$ cat config.mk
export PLATFORM = sky130hd
export DESIGN_NAME = card_shoe_flat
export DESIGN_NICKNAME = d
export VERILOG_FILES = /design/src/rtl/card_shoe_pkg.sv /design/src/rtl/card_shoe_if.sv /design/src/rtl/card_shoe_lfsr16.sv /design/src/rtl/card_shoe.sv /design/src/flat_wrapper.sv
export SDC_FILE = /design/constraint.sdc
export NUM_CORES = 1
export LEC_CHECK = 0
export CAP_MARGIN = 20
export CORE_ASPECT_RATIO = 0.7
export CORE_UTILIZATION = 56
export DETAILED_ROUTE_END_ITERATION = 10
export DONT_BUFFER_PORTS = 1
export PLACE_DENSITY = 0.77
export RECOVER_POWER = 50
export REMOVE_ABC_BUFFERS = 1
export SKIP_LAST_GASP = 1
export SYNTH_ARGS = -nofsm -noshare
export SYNTH_HDL_FRONTEND = slang
export SYNTH_SLANG_ARGS = --single-unit
$ cat constraint.sdc
create_clock -name CLOCK_50 -period 9.7 [get_ports CLOCK_50]
set_input_delay 1.455 -clock CLOCK_50 [delete_from_list [all_inputs] [get_ports CLOCK_50]]
set_output_delay 1.455 -clock CLOCK_50 [all_outputs]
set_load 0.02 [all_outputs]
$ cat src/rtl/card_shoe_pkg.sv
// Shared blackjack constants, shoe FSM encoding and the card-value helper.
// Used by the shoe and by its downstream game controller.
package card_shoe_pkg;

    localparam int NUM_RANKS      = 13;
    localparam int RANK_ACE       = 1;
    localparam int FACE_VALUE     = 10;
    localparam int CARDS_PER_DECK = 52;

    // Galois feedback mask for x^16 + x^14 + x^13 + x^11 + 1 (right-shifting form)
    localparam logic [15:0] LFSR_TAPS = 16'hB400;

    typedef enum logic [1:0] {
        SHOE_IDLE,
        SHOE_DRAW,
        SHOE_DELIVER,
        SHOE_SHUFFLE
    } shoe_state_e;

    function automatic logic [3:0] card_value(input logic [3:0] rank);
        return (rank > 4'(FACE_VALUE)) ? 4'(FACE_VALUE) : rank;
    endfunction

endpackage

$ cat src/rtl/card_shoe_if.sv
// Request/deal bundle between the game controller (master) and the card shoe (slave).
// Requests are single-cycle pulses; the shoe answers with a one-cycle card_valid.
interface card_shoe_if;

    logic       card_req;
    logic       shuffle_req;
    logic       card_valid;
    logic [3:0] card_rank;
    logic [3:0] card_value;
    logic [7:0] cards_left;
    logic       shoe_empty;
    logic       busy;

    modport master (
        output card_req, shuffle_req,
        input  card_valid, card_rank, card_value, cards_left, shoe_empty, busy
    );

    modport slave (
        input  card_req, shuffle_req,
        output card_valid, card_rank, card_value, cards_left, shoe_empty, busy
    );

endinterface

$ cat src/rtl/card_shoe_lfsr16.sv
// Free-running 16-bit Galois LFSR, advances every cycle from SEED.
// Latency: state visible one cycle after each shift; no backpressure.
module card_shoe_lfsr16
    import card_shoe_pkg::*;
#(
    parameter logic [15:0] SEED = 16'hACE1
) (
    input  logic        CLOCK_50,
    input  logic        resetn,
    output logic [15:0] state_o
);

    logic [15:0] state_q;
    logic [15:0] state_d;

    always_comb begin
        state_d = {1'b0, state_q[15:1]};
        if (state_q[0]) begin
            state_d = state_d ^ LFSR_TAPS;
        end
    end

    always_ff @(posedge CLOCK_50 or negedge resetn) begin
        if (!resetn) begin
            state_q <= SEED;
        end else begin
            state_q <= state_d;
        end
    end

    assign state_o = state_q;

endmodule

$ cat src/rtl/card_shoe.sv
// Finite card shoe: deals one card per card_req from per-rank counts, refills on shuffle_req.
// Latency 2..14 cycles per card; requests while busy are dropped, shuffles while busy are deferred.
module card_shoe
    import card_shoe_pkg::*;
#(
    parameter int          NUM_DECKS = 1,
    parameter logic [15:0] LFSR_SEED = 16'hACE1
) (
    input  logic        CLOCK_50,
    input  logic        resetn,
    card_shoe_if.slave  bus
);

    localparam int              RANK_FULL = 4 * NUM_DECKS;
    localparam int              CW        = $clog2(RANK_FULL + 1);
    localparam logic [CW-1:0]   CNT_FULL  = CW'(RANK_FULL);
    localparam logic [7:0]      SHOE_FULL = 8'(CARDS_PER_DECK * NUM_DECKS);
    localparam logic [3:0]      LAST_IDX  = 4'(NUM_RANKS - 1);

    shoe_state_e    state_q, state_d;
    logic [CW-1:0]  cnt_q [NUM_RANKS];
    logic [CW-1:0]  cnt_d [NUM_RANKS];
    logic [3:0]     cand_q, cand_d;
    logic [3:0]     rank_q, rank_d;
    logic [3:0]     value_q, value_d;
    logic [3:0]     idx_q, idx_d;
    logic [7:0]     left_q, left_d;
    logic           pend_q, pend_d;

    logic [15:0]    lfsr;
    logic [3:0]     cand_idx;
    logic           unused_lfsr_hi;

    card_shoe_lfsr16 #(.SEED(LFSR_SEED)) u_lfsr (
        .CLOCK_50 (CLOCK_50),
        .resetn   (resetn),
        .state_o  (lfsr)
    );

    assign unused_lfsr_hi = ^lfsr[15:4];
    assign cand_idx       = cand_q - 4'd1;

    always_comb begin
        state_d = state_q;
        cnt_d   = cnt_q;
        cand_d  = cand_q;
        rank_d  = rank_q;
        value_d = value_q;
        idx_d   = idx_q;
        left_d  = left_q;
        pend_d  = pend_q | bus.shuffle_req;

        unique case (state_q)
            SHOE_IDLE: begin
                if (bus.shuffle_req || pend_q) begin
                    idx_d   = 4'd0;
                    state_d = SHOE_SHUFFLE;
                end else if (bus.card_req && (left_q != 8'd0)) begin
                    // fold 13..15 back onto 1..3 so every nibble maps to a rank
                    cand_d  = (lfsr[3:0] < 4'(NUM_RANKS)) ? (lfsr[3:0] + 4'd1)
                                                          : (lfsr[3:0] - 4'(NUM_RANKS - 1));
                    state_d = SHOE_DRAW;
                end
            end
            SHOE_DRAW: begin
                if (cnt_q[cand_idx] != '0) begin
                    cnt_d[cand_idx] = cnt_q[cand_idx] - CW'(1);
                    left_d          = left_q - 8'd1;
                    rank_d          = cand_q;
                    value_d         = card_value(cand_q);
                    state_d         = SHOE_DELIVER;
                end else begin
                    // left_q was non-zero on entry, so this walk hits a card within 13 probes
                    cand_d = (cand_q == 4'(NUM_RANKS)) ? 4'(RANK_ACE) : (cand_q + 4'd1);
                end
            end
            SHOE_DELIVER: begin
                state_d = SHOE_IDLE;
            end
            SHOE_SHUFFLE: begin
                cnt_d[idx_q] = CNT_FULL;
                if (idx_q == LAST_IDX) begin
                    left_d  = SHOE_FULL;
                    pend_d  = 1'b0;
                    state_d = SHOE_IDLE;
                end else begin
                    idx_d = idx_q + 4'd1;
                end
            end
            default: begin
                state_d = SHOE_IDLE;
            end
        endcase
    end

    always_ff @(posedge CLOCK_50 or negedge resetn) begin
        if (!resetn) begin
            state_q <= SHOE_IDLE;
        end else begin
            state_q <= state_d;
        end
    end

    always_ff @(posedge CLOCK_50 or negedge resetn) begin
        if (!resetn) begin
            for (int r = 0; r < NUM_RANKS; r++) begin
                cnt_q[r] <= CNT_FULL;
            end
            cand_q  <= 4'd0;
            rank_q  <= 4'd0;
            value_q <= 4'd0;
            idx_q   <= 4'd0;
            left_q  <= SHOE_FULL;
            pend_q  <= 1'b0;
        end else begin
            cnt_q   <= cnt_d;
            cand_q  <= cand_d;
            rank_q  <= rank_d;
            value_q <= value_d;
            idx_q   <= idx_d;
            left_q  <= left_d;
            pend_q  <= pend_d;
        end
    end

    assign bus.card_valid = (state_q == SHOE_DELIVER);
    assign bus.card_rank  = rank_q;
    assign bus.card_value = value_q;
    assign bus.cards_left = left_q;
    assign bus.shoe_empty = (left_q == 8'd0);
    assign bus.busy       = (state_q != SHOE_IDLE);

endmodule

$ cat src/flat_wrapper.sv
// flat-port wrapper written by rule: the top's interface ports become plain ports
module card_shoe_flat import card_shoe_pkg::*;
#(
    parameter int          NUM_DECKS = 1,
    parameter logic [15:0] LFSR_SEED = 16'hACE1
)
  (CLOCK_50, resetn, bus_card_req, bus_shuffle_req, bus_card_valid, bus_card_rank, bus_card_value, bus_cards_left, bus_shoe_empty, bus_busy);
  card_shoe_if bus_i ();
  input  logic CLOCK_50;
  input  logic resetn;
  input wire logic [$bits(bus_i.card_req)-1:0] bus_card_req;
  input wire logic [$bits(bus_i.shuffle_req)-1:0] bus_shuffle_req;
  output wire logic [$bits(bus_i.card_valid)-1:0] bus_card_valid;
  output wire logic [$bits(bus_i.card_rank)-1:0] bus_card_rank;
  output wire logic [$bits(bus_i.card_value)-1:0] bus_card_value;
  output wire logic [$bits(bus_i.cards_left)-1:0] bus_cards_left;
  output wire logic [$bits(bus_i.shoe_empty)-1:0] bus_shoe_empty;
  output wire logic [$bits(bus_i.busy)-1:0] bus_busy;
  assign bus_i.card_req = bus_card_req;
  assign bus_i.shuffle_req = bus_shuffle_req;
  assign bus_card_valid = bus_i.card_valid;
  assign bus_card_rank = bus_i.card_rank;
  assign bus_card_value = bus_i.card_value;
  assign bus_cards_left = bus_i.cards_left;
  assign bus_shoe_empty = bus_i.shoe_empty;
  assign bus_busy = bus_i.busy;
  card_shoe #(.NUM_DECKS(NUM_DECKS), .LFSR_SEED(LFSR_SEED)) u_core (.CLOCK_50(CLOCK_50), .resetn(resetn), .bus(bus_i));
endmodule
# Yosys cells after proc, flatten, opt, wreduce, memory -nomap -nowiden
# Index checks and enable logic that the tools add are counted.
[word_totals] regBits=82 in_bits=4
[op_classes] n_eq_ne=13 mux=31 reduce_logical=18 bitwise_logic=7 addsub=7 n_lt_le_gt_ge=6
[op_table] operator="one-hot mux 39 bit (2 select lines)" count=1
[op_table] operator="bitwise mux 39 bit" count=1
[op_table] operator="2-to-1 mux 39 bit" count=1
[op_table] operator="2-to-1 mux 4 bit" count=8
[op_table] operator="bitwise AND 26 bit" count=1
[op_table] operator="NOT 26 bit" count=1
[op_table] operator="demux 3 bit (select 4 bit)" count=2
[op_table] operator="2-to-1 mux 16 bit" count=1
[op_table] operator="2-to-1 mux 8 bit" count=2
[op_table] operator="one-hot mux 4 bit (2 select lines)" count=2
[op_table] operator="one-hot mux 8 bit (2 select lines)" count=1
[op_table] operator="bitwise OR 13 bit" count=1
[op_table] operator="adder 4 x 1 -> 4 bit (second input constant)" count=3
[op_table] operator="binary-select mux 3 bit (select 4 bit)" count=1
[op_table] operator="2-to-1 mux 3 bit" count=4
[op_table] operator=">= comparator 5 bit (second input constant)" count=2
[op_table] operator="< comparator 5 x 1 -> 1 bit (second input constant)" count=2
[op_table] operator="NOT 4 -> 5 bit" count=2
[op_table] operator="AND reduction 3 bit" count=3
[op_table] operator="equality test 4 bit (second input constant)" count=2
[op_table] operator="logical NOT 8 bit" count=1
[op_table] operator="2-to-1 mux 2 bit" count=4
[op_table] operator="!= test 2 x 1 -> 1 bit (second input constant)" count=4
[op_table] operator="one-hot mux 2 bit (4 select lines)" count=1
[op_table] operator="21 further kinds" count=31

# Depth between registers and ports, before layout
# Gate-level depths: netlist of the first run.
[logic_depth] ltp_word=9 depth_mapped=19

# Cells and area by module
# Synthesis of the first run repeated with hierarchy kept, for this count alone.
[hier_totals] cells_unflattened=424 area_unflattened_um2=4443.0
[by_module_without_submodules] module="card_shoe" n_inst=1 area_per_inst_um2=3908.7 cells_each=392
[by_module_without_submodules] module="card_shoe_lfsr16" n_inst=1 area_per_inst_um2=534.3 cells_each=32

# Least setup slack after synthesis of the first run
# No wires, ideal clock.
[synth_timing] path_kind="register to register" start="register u_core.cand_q[0]" end="register u_core.left_q[7], in the netlist u_core.bus.cards_left[7]" path_slack_ns=5.370 arrival_time_ns=4.253 path_stages_with_launch=19 synth_period_minus_slack_ns=4.330 setup_ns=0.078 cell_sequence="dfrtp_1 -> buf_6 -> clkbuf_1 -> inv_1 -> ha_1 -> and2b_1 -> a21o_1 -> o21ai_2 -> o22ai_1 -> or3_1 -> buf_2 -> buf_6 -> ha_1 -> ha_1 -> nand2_1 -> o211ai_1 -> or4_1 -> or3_1 -> a21oi_1"
[synth_via] elab_chain_len=8
[synth_rtl] element="start: declaration" line_no="card_shoe.sv:23" source="logic [3:0] cand_q, cand_d;"
[synth_rtl] element="start signal: assignment" line_no="card_shoe.sv:117" source="cand_q <= cand_d;"
[synth_rtl] element="subtractor 4 x 1 -> 4 bit" line_no="card_shoe.sv:41" source="assign cand_idx = cand_q - 4'd1;"
[synth_rtl] element="NOT 4 -> 5 bit (not written as such)" line_no="card_shoe.sv:66" source="if (cnt_q[cand_idx] != '0) begin"
[synth_rtl] element="binary-select mux 3 bit (select 4 bit)" line_no="card_shoe.sv:66"
[synth_rtl] element="2-to-1 mux 3 bit (not written as such) (2 in a row)" line_no="card_shoe.sv:66"
[synth_rtl] element="nonzero test 3 bit" line_no="card_shoe.sv:66"
[synth_rtl] element="!= test 2 x 1 -> 1 bit (no line)"
[synth_rtl] element="AND reduction 3 bit (no line)"
[synth_rtl] element="end signal: assignment" line_no="card_shoe.sv:121" source="left_q <= left_d;"
[synth_rtl] element="end: declaration" line_no="card_shoe.sv:27" source="logic [7:0] left_q, left_d;"
# No other way between the ends. The select of a mux whose other input is x is not followed.
# A chain may end at the register's enable or synchronous reset.

# Final worst setup path of the first run
[layout_timing] start="register u_core.cand_q[0]" end="register u_core.cnt_q[30] (netlist name)"
[layout_via] elab_chain_len=9 elab_cells_between_ends=17 cone_classes="add/sub (2); order compare (2); eq/ne (1); mux (8); bitwise (1); reduce/logical (3)"
[layout_rtl] element="subtractor 4 x 1 -> 4 bit *" line_no="card_shoe.sv:41"
[layout_rtl] element="NOT 4 -> 5 bit (not written as such) *" line_no="card_shoe.sv:66, card_shoe.sv:67"
[layout_rtl] element="binary-select mux 3 bit (select 4 bit), or another cell as far along" line_no="card_shoe.sv:66, card_shoe.sv:67"
[layout_rtl] element="2-to-1 mux 3 bit (not written as such) or logical AND 1 bit (tied branches)" line_no="card_shoe.sv:66, card_shoe.sv:67"
[layout_rtl] element="2-to-1 mux 3 bit, on equally long branches" line_no="card_shoe.sv:66, card_shoe.sv:67"
[layout_rtl] element="subtractor 3 x 1 -> 3 bit or demux 3 bit (select 4 bit) (tied branches)" line_no="card_shoe.sv:67" source="cnt_d[cand_idx] = cnt_q[cand_idx] - CW'(1);"
[layout_rtl] element="bitwise mux 39 bit" line_no="card_shoe.sv:67"
[layout_rtl] element="2-to-1 mux 39 bit" line_no="card_shoe.sv:66"
[layout_rtl] element="one-hot mux 39 bit (2 select lines)" line_no="card_shoe.sv:53" source="unique case (state_q)"
[layout_rtl] element="end signal: assignment" line_no="card_shoe.sv:116" source="cnt_q <= cnt_d;"
[layout_rtl] element="end: declaration" line_no="card_shoe.sv:21" source="logic [CW-1:0] cnt_q [NUM_RANKS];"
# Mark *: on every way between the ends. The rest lies on a longest branch, timed or not. The select of a mux whose other input is x is not followed.

==> reports/results.txt, run 1 <==
first-pass GRT wire length: 16,500 um
chip width: 106 um
initial antenna violation count: 0
crit path time final: 5.42 ns
RSZ-0062 raised after global routing: no
worst clock skew: 0.00851 ns
YS warnings: 0
startpoint types: register
VDD IR-drop max: 0.183 mV
total congestion overflow: 0
Synth area leaders: dfrtp_1 34%, dfstp_2 15%, ha_1 6.8%, mux4_2 4.8%, nand2_1 3.8%
Post-synth EDFFs: 0
Seq/Total Area, Yosys: 48.9%
slew of the pin with the lowest slew margin: 1.06 ns
status: completed
Hold-fix buffers, CTS: 0
H-tree Lvls: 3
syn_area_per_cell: 10.6 um^2
CTS tree: built
Post-Syn Area: 4260 um^2
number of gates resized after cts: 0
WL per Instance: 19.9 um
Core ar.: 7320 um^2
Period Utilization, post-route: 55.8%
cell class contributing the biggest share of worst-path delay: simple AND/OR/NAND/NOR gates
Async SR Flop Fraction: 100%
sequential power share: 38.2%
CP endpoint kind: register
overall routing resource usage: 28.1%
Net Switching: 686 uW
slowest CP cell: dfrtp_1
Vias per Instance: 6.43
CTS clock-pin slew for the worst setup and hold paths: 0.08 ns
ANT nets after route: 0
die height: 75.0 um
Synth top area share: 34.1%
post-route setup slack: 4.28 ns
arrival time worst endpoint: 5.67 ns
Hold Path Class: reg2reg
DP HPWL: 6910 um
drt pass-1 iters: 8
Synth top cells by count: 58 x dfrtp_1, 43 x nand2_1, 27 x o21ai_0, 26 x inv_1, 25 x nor2_1
pre-CTS setup slack: 4.43 ns
FF+latch count, synth: 82
Area Growth Syn to Fin: 6.08%
Clock Latency Late Sink: 0.36 ns
switching portion of total power: 43.2%
Clock Sinks: 82
vias in the first global route: 3,099
setup bufs post-CTS: 0
Comb power frac: 43.1%
CP most frequent cell: ha_1
WP data required: 9.96 ns
largest net degree at the start of global routing: 83
slew margin rel.: 29.1%
ys flop type: dfrtp_1
Critical Path Max Stage Delay: 1.05 ns
standard-cell rows: 26
DR vias: 3,197
final hold viol count: 0
Int Power: 903 uW
clk buf depth: 2
final net count: 421
max-slew violation count: 0
Max Fclk: 0.185 GHz
Critical path buffers and inverters: 1
cells after synthesis: 403
final wirelength: 9880 um
DR iter-0 viols: 405
Worst Setup Path Type: reg2reg
area leader, netlist: dfrtp_1
CTS buffer count: 9
Root Driver: clkbuf_8
Initial Utilization: 58.2%
Crit Path Max Fanout: 26
Pwr Density: 352 nW/um^2
ant diodes: 0
die area: 7970 um^2
clock network fraction of total power: 18.7%
Static Leakage: 0.00194 uW
top-count cell post-synth: dfrtp_1
port bufs: 0
io pins: 23
final hold slack: 0.355 ns
Max-Cap Viols: 0
cells along the critical path: inv_1 -> ha_1 -> mux4_2 -> o22ai_1 -> or3_1 -> ha_1 -> ha_1 -> nand2_1 -> and2_1 -> o21ai_0 -> a32o_1
# setup viols final: 0
share of layout cells above drive strength 1: 15.3%
Final Power: 1590 uW
DRC viols: 0
Synth cell types: 56
Fin Setup TNS: 0 ns
global placer's final weighted congestion: 0.979
Finished Core Util: 61.7%
-- routing by layer --
metal  share of wire, %  routed length [um]  up-vias  track usage, %
li1                   -                   -     1432               -
met1                 45                4430     1545            40.9
met2                 41                4100      194            40.0
met3                 12                1170       26            9.78
met4                1.8                 182        0            8.33
met5                  0                   0        -               0
-- sequential cells by signal, indices dropped and copies added (netlist names) --
signal                 count
u_core.cnt_q              39
u_core.state_q             2
u_core.bus.card_value      4
u_core.bus.cards_left      8
u_core.pend_q              1
u_core.u_lfsr.state_o     16
u_core.idx_q               4
u_core.cand_q              4
u_core.bus.card_rank       4
-- layout make-up --
cell class	instances	area, um^2
clock buffer	11	141
fill	602	2800
tap	98	123
multi-input combinational	274	1970
clock inverter	5	103
sequential	82	2080
inverter	27	101
-- final timing paths --
path                            depth (start not counted)                     start                       end  slack (ns)
min in group asynchronous                               0                    resetn          u_core.cnt_q[33]        0.78
worst max register to register                         11          u_core.cand_q[0]          u_core.cnt_q[30]        4.28
worst min-delay path                                    0  u_core.u_lfsr.state_o[4]  u_core.u_lfsr.state_o[3]        0.36
worst min register to register                          0  u_core.u_lfsr.state_o[4]  u_core.u_lfsr.state_o[3]        0.36
max in group asynchronous                               0                    resetn          u_core.cnt_q[20]        8.72
worst max-delay path                                   11          u_core.cand_q[0]          u_core.cnt_q[30]        4.28
-- power by group through the flow --
stage                     registers [uW]  clock network [uW]  logic (uW)
after CTS                            605                 303         668
after detailed placement             609                   0         659
after floorplan                      573                   0         510
after global placement               607                   0         642
after global routing                 622                 315         753
final                                608                 297         684
-- cells by family (layout without fill, tap and decap cells) --
| logic type | count (synthesis) | count (layout) | share of synthesized area (%) |
|---|---|---|---|
| simple gates | 117 | 117 | 13.3 |
| compound gates | 111 | 111 | 18.4 |
| flops | 82 | 82 | 48.9 |
| buf+inv | 47 | 43 | 4.90 |
| fa+ha+maj | 23 | 23 | 6.75 |
| mux | 13 | 13 | 5.76 |
| xor+xnor | 10 | 10 | 2.06 |
-- per-stage QoR --
step | cell area [um^2] | std cells
after global routing | 4520 | 497
final | 4520 | 497
after global placement | 4280 | 481
after detailed placement | 4280 | 481
after CTS | 4520 | 497
after floorplan | 4150 | 383
-- placed cells by master (no fill, tap or decap), drive strengths merged, types with 3 or more instances in the layout --
cell type and count:
dfrtp 58, nand2 43, o21ai 30, nor2 27
inv 26, dfstp 24, ha 23, a21oi 21
a32o 13, a22oi 12, clkbuf 11, o2bb2ai 10
mux4 9, nor3 8, o22ai 7, a22o 7
nand3 7, xor2 6, nand2b 5, or3 5
and3 5, xnor2 4, or2 3, nor4 3
bufinv 3
Power figures use the tool's default switching activity.
==> run 2, diff against run 1 <==
Clock period 9.7 ns to 5.2 ns, I/O delays scaled along.
==> run 2 against run 1 <==
  * Power is 88% higher
  * Clock power is 88% higher
  * Global-route usage is 1.0 points lower
  * Worst setup slack worse by 3.6 ns
==> reports/results.txt, run 2 (synthesis results as in run 1) <==
slew margin rel.: 41.2% (was 29.1%)
DR vias: 3,194 (was 3,197)
die height: 75.0 um (unchanged)
ant diodes: 0 (unchanged)
Fin Setup TNS: 0 ns (unchanged)
WP data required: 5.48 ns (was 9.96 ns)
arrival time worst endpoint: 4.80 ns (was 5.67 ns)
share of layout cells above drive strength 1: 16.2% (was 15.3%)
r2r setup slk: 0.68 ns (was 4.28 ns)
clk buf depth: 2 (unchanged)
Initial Utilization: 58.2% (unchanged)
RSZ-0062 raised after global routing: no (unchanged)
die area: 7970 um^2 (unchanged)
drt pass-1 iters: 7 (was 8)
VDD IR-drop max: 0.281 mV (was 0.183 mV)
WL per Instance: 19.9 um (about the same)
worst r2r src: u_core.cand_q[1] (was u_core.cand_q[0])
# setup viols final: 0 (unchanged)
chip width: 106 um (unchanged)
H-tree Lvls: 3 (unchanged)
final hold viol count: 0 (unchanged)
crit path time final: 4.52 ns (was 5.42 ns)
port bufs: 0 (unchanged)
final wirelength: 9930 um (was 9880 um)
CP endpoint kind: register (unchanged)
Hold-fix buffers, CTS: 0 (unchanged)
vias in the first global route: 3,089 (was 3,099)
status: completed (unchanged)
DRC viols: 0 (unchanged)
largest net degree at the start of global routing: 83 (unchanged)
Clock Latency Late Sink: 0.36 ns (about the same)
most flop-heavy register: u_core.cnt_q (unchanged)
Worst Setup Path Type: reg2reg (unchanged)
Clock Sinks: 82 (unchanged)
Core ar.: 7320 um^2 (unchanged)
final net count: 423 (was 421)
io pins: 23 (unchanged)
Worst Reg-to-Reg Cells: 13 (was 11)
global placer's final weighted congestion: 0.902 (was 0.979)
standard-cell rows: 26 (unchanged)
Hold Path Class: in2async (was reg2reg)
Static Leakage: 0.00195 uW (was 0.00194 uW)
slew of the pin with the lowest slew margin: 0.874 ns (was 1.06 ns)
startpoint types: register (unchanged)
ANT nets after route: 0 (unchanged)
Max-Cap Viols: 0 (unchanged)
Worst setup startpoint: u_core.cand_q[1] (was u_core.cand_q[0])
max-slew violation count: 0 (unchanged)
Largest register FFs: 39 (unchanged)
CTS buffer count: 9 (unchanged)
placed insts: 483 (was 481)
first-pass GRT wire length: 16,200 um (was 16,500 um)
overall routing resource usage: 27.1% (was 28.1%)
Max Fclk: 0.221 GHz (was 0.185 GHz)
final cell count without fillers: 499 (was 497)
initial antenna violation count: 0 (unchanged)
Pwr Density: 660 nW/um^2 (was 352 nW/um^2)
# fillers: 601 (was 602)
number of gates resized after cts: 0 (unchanged)
CTS tree: built (unchanged)
Crit Path Max Fanout: 17 (was 26)
setup bufs post-CTS: 0 (unchanged)
DR iter-0 viols: 261 (was 405)
Root Driver: clkbuf_8 (unchanged)
Vias per Instance: 6.40 (was 6.43)
worst clock skew: 0.00858 ns (was 0.00851 ns)
CTS clock-pin slew for the worst setup and hold paths: 0.09 ns (was 0.08 ns)
DP HPWL: 6970 um (was 6910 um)
Area Growth Syn to Fin: 6.37% (was 6.08%)
commonest cells after routing, fill and taps aside: 58 x dfrtp_1, 43 x nand2_1, 27 x o21ai_0 (unchanged)
total congestion overflow: 0 (unchanged)
commonest non-fill, non-tap cell in the layout: dfrtp_1 (unchanged)
Period Utilization, post-route: 87.0% (was 55.8%)
-- run 2: changes by cell type in the layout (fill, tap and decap cells not counted), sizes merged --
| cell | change |
|---|---|
| clkinvlp | -1 |
| buf | +2 |
| clkinv | +3 |
| clkbuf | -2 |
-- run 2: final cells by class --
cell class	count	area, um^2	area share, %
inverters	27	101	2.24
clock buffers	9	124	2.73
flip-flops and latches	82	2080	45.9
clock inverters	7	118	2.60
well taps	98	123	2.71
multi-input cells	274	1970	43.5
repair buffers	2	15.0	0.331
-- run 2: worst paths after layout --
| kind | to |
|---|---|
| min in group CLOCK_50 | u_core.u_lfsr.state_o[8] |
| max in group asynchronous | u_core.cnt_q[38] |
| hold reg to reg | u_core.u_lfsr.state_o[8] |
| setup reg to reg | u_core.cnt_q[1] |
| setup / recovery | u_core.cnt_q[1] |
| hold / removal | u_core.bus.cards_left[6] |
-- run 2: routing by layer --
metal,vias up,track usage (%),wire (um)
li1,1447,-,-
met1,1595,38.1,4640
met2,143,41.5,4370
met3,9,7.97,835
met4,0,6.94,80
met5,-,2.98,0
-- run 2: through the flow --
step,total power (uW),util [%],setup WS [ns],hold slack (ns),instance area (um^2)
4_1_cts,2970,61.9,0.764,0.101,4530
3_3_place_gp,2350,58.6,0.970,0.334,4290
2_1_floorplan,2020,-,0.956,0.331,4150
3_5_place_dp,2400,58.6,0.792,0.336,4290
6_report,2990,61.9,0.677,0.109,4530
5_1_grt,3160,61.9,0.358,0.0865,4530
-- run 2: critical path, stage by stage, from the launching register on --
cell and delay (ns):
dfrtp_1 0.56, inv_1 0.18, ha_1 0.33, nand2_1 0.20
o21ai_2 0.13, a21oi_4 0.28, o22ai_1 0.14, or3_1 0.64
ha_1 0.32, ha_1 0.23, nand2b_1 0.43, nor3_1 0.56
nand2_1 0.24, o2bb2ai_1 0.20
-- run 2: power breakdown --
group	total (uW)	switching (uW)	internal (uW)	leakage, uW
registers	1100	230	868	0.00102
logic	1340	837	498	0.000806
clock network	558	239	319	0.000123
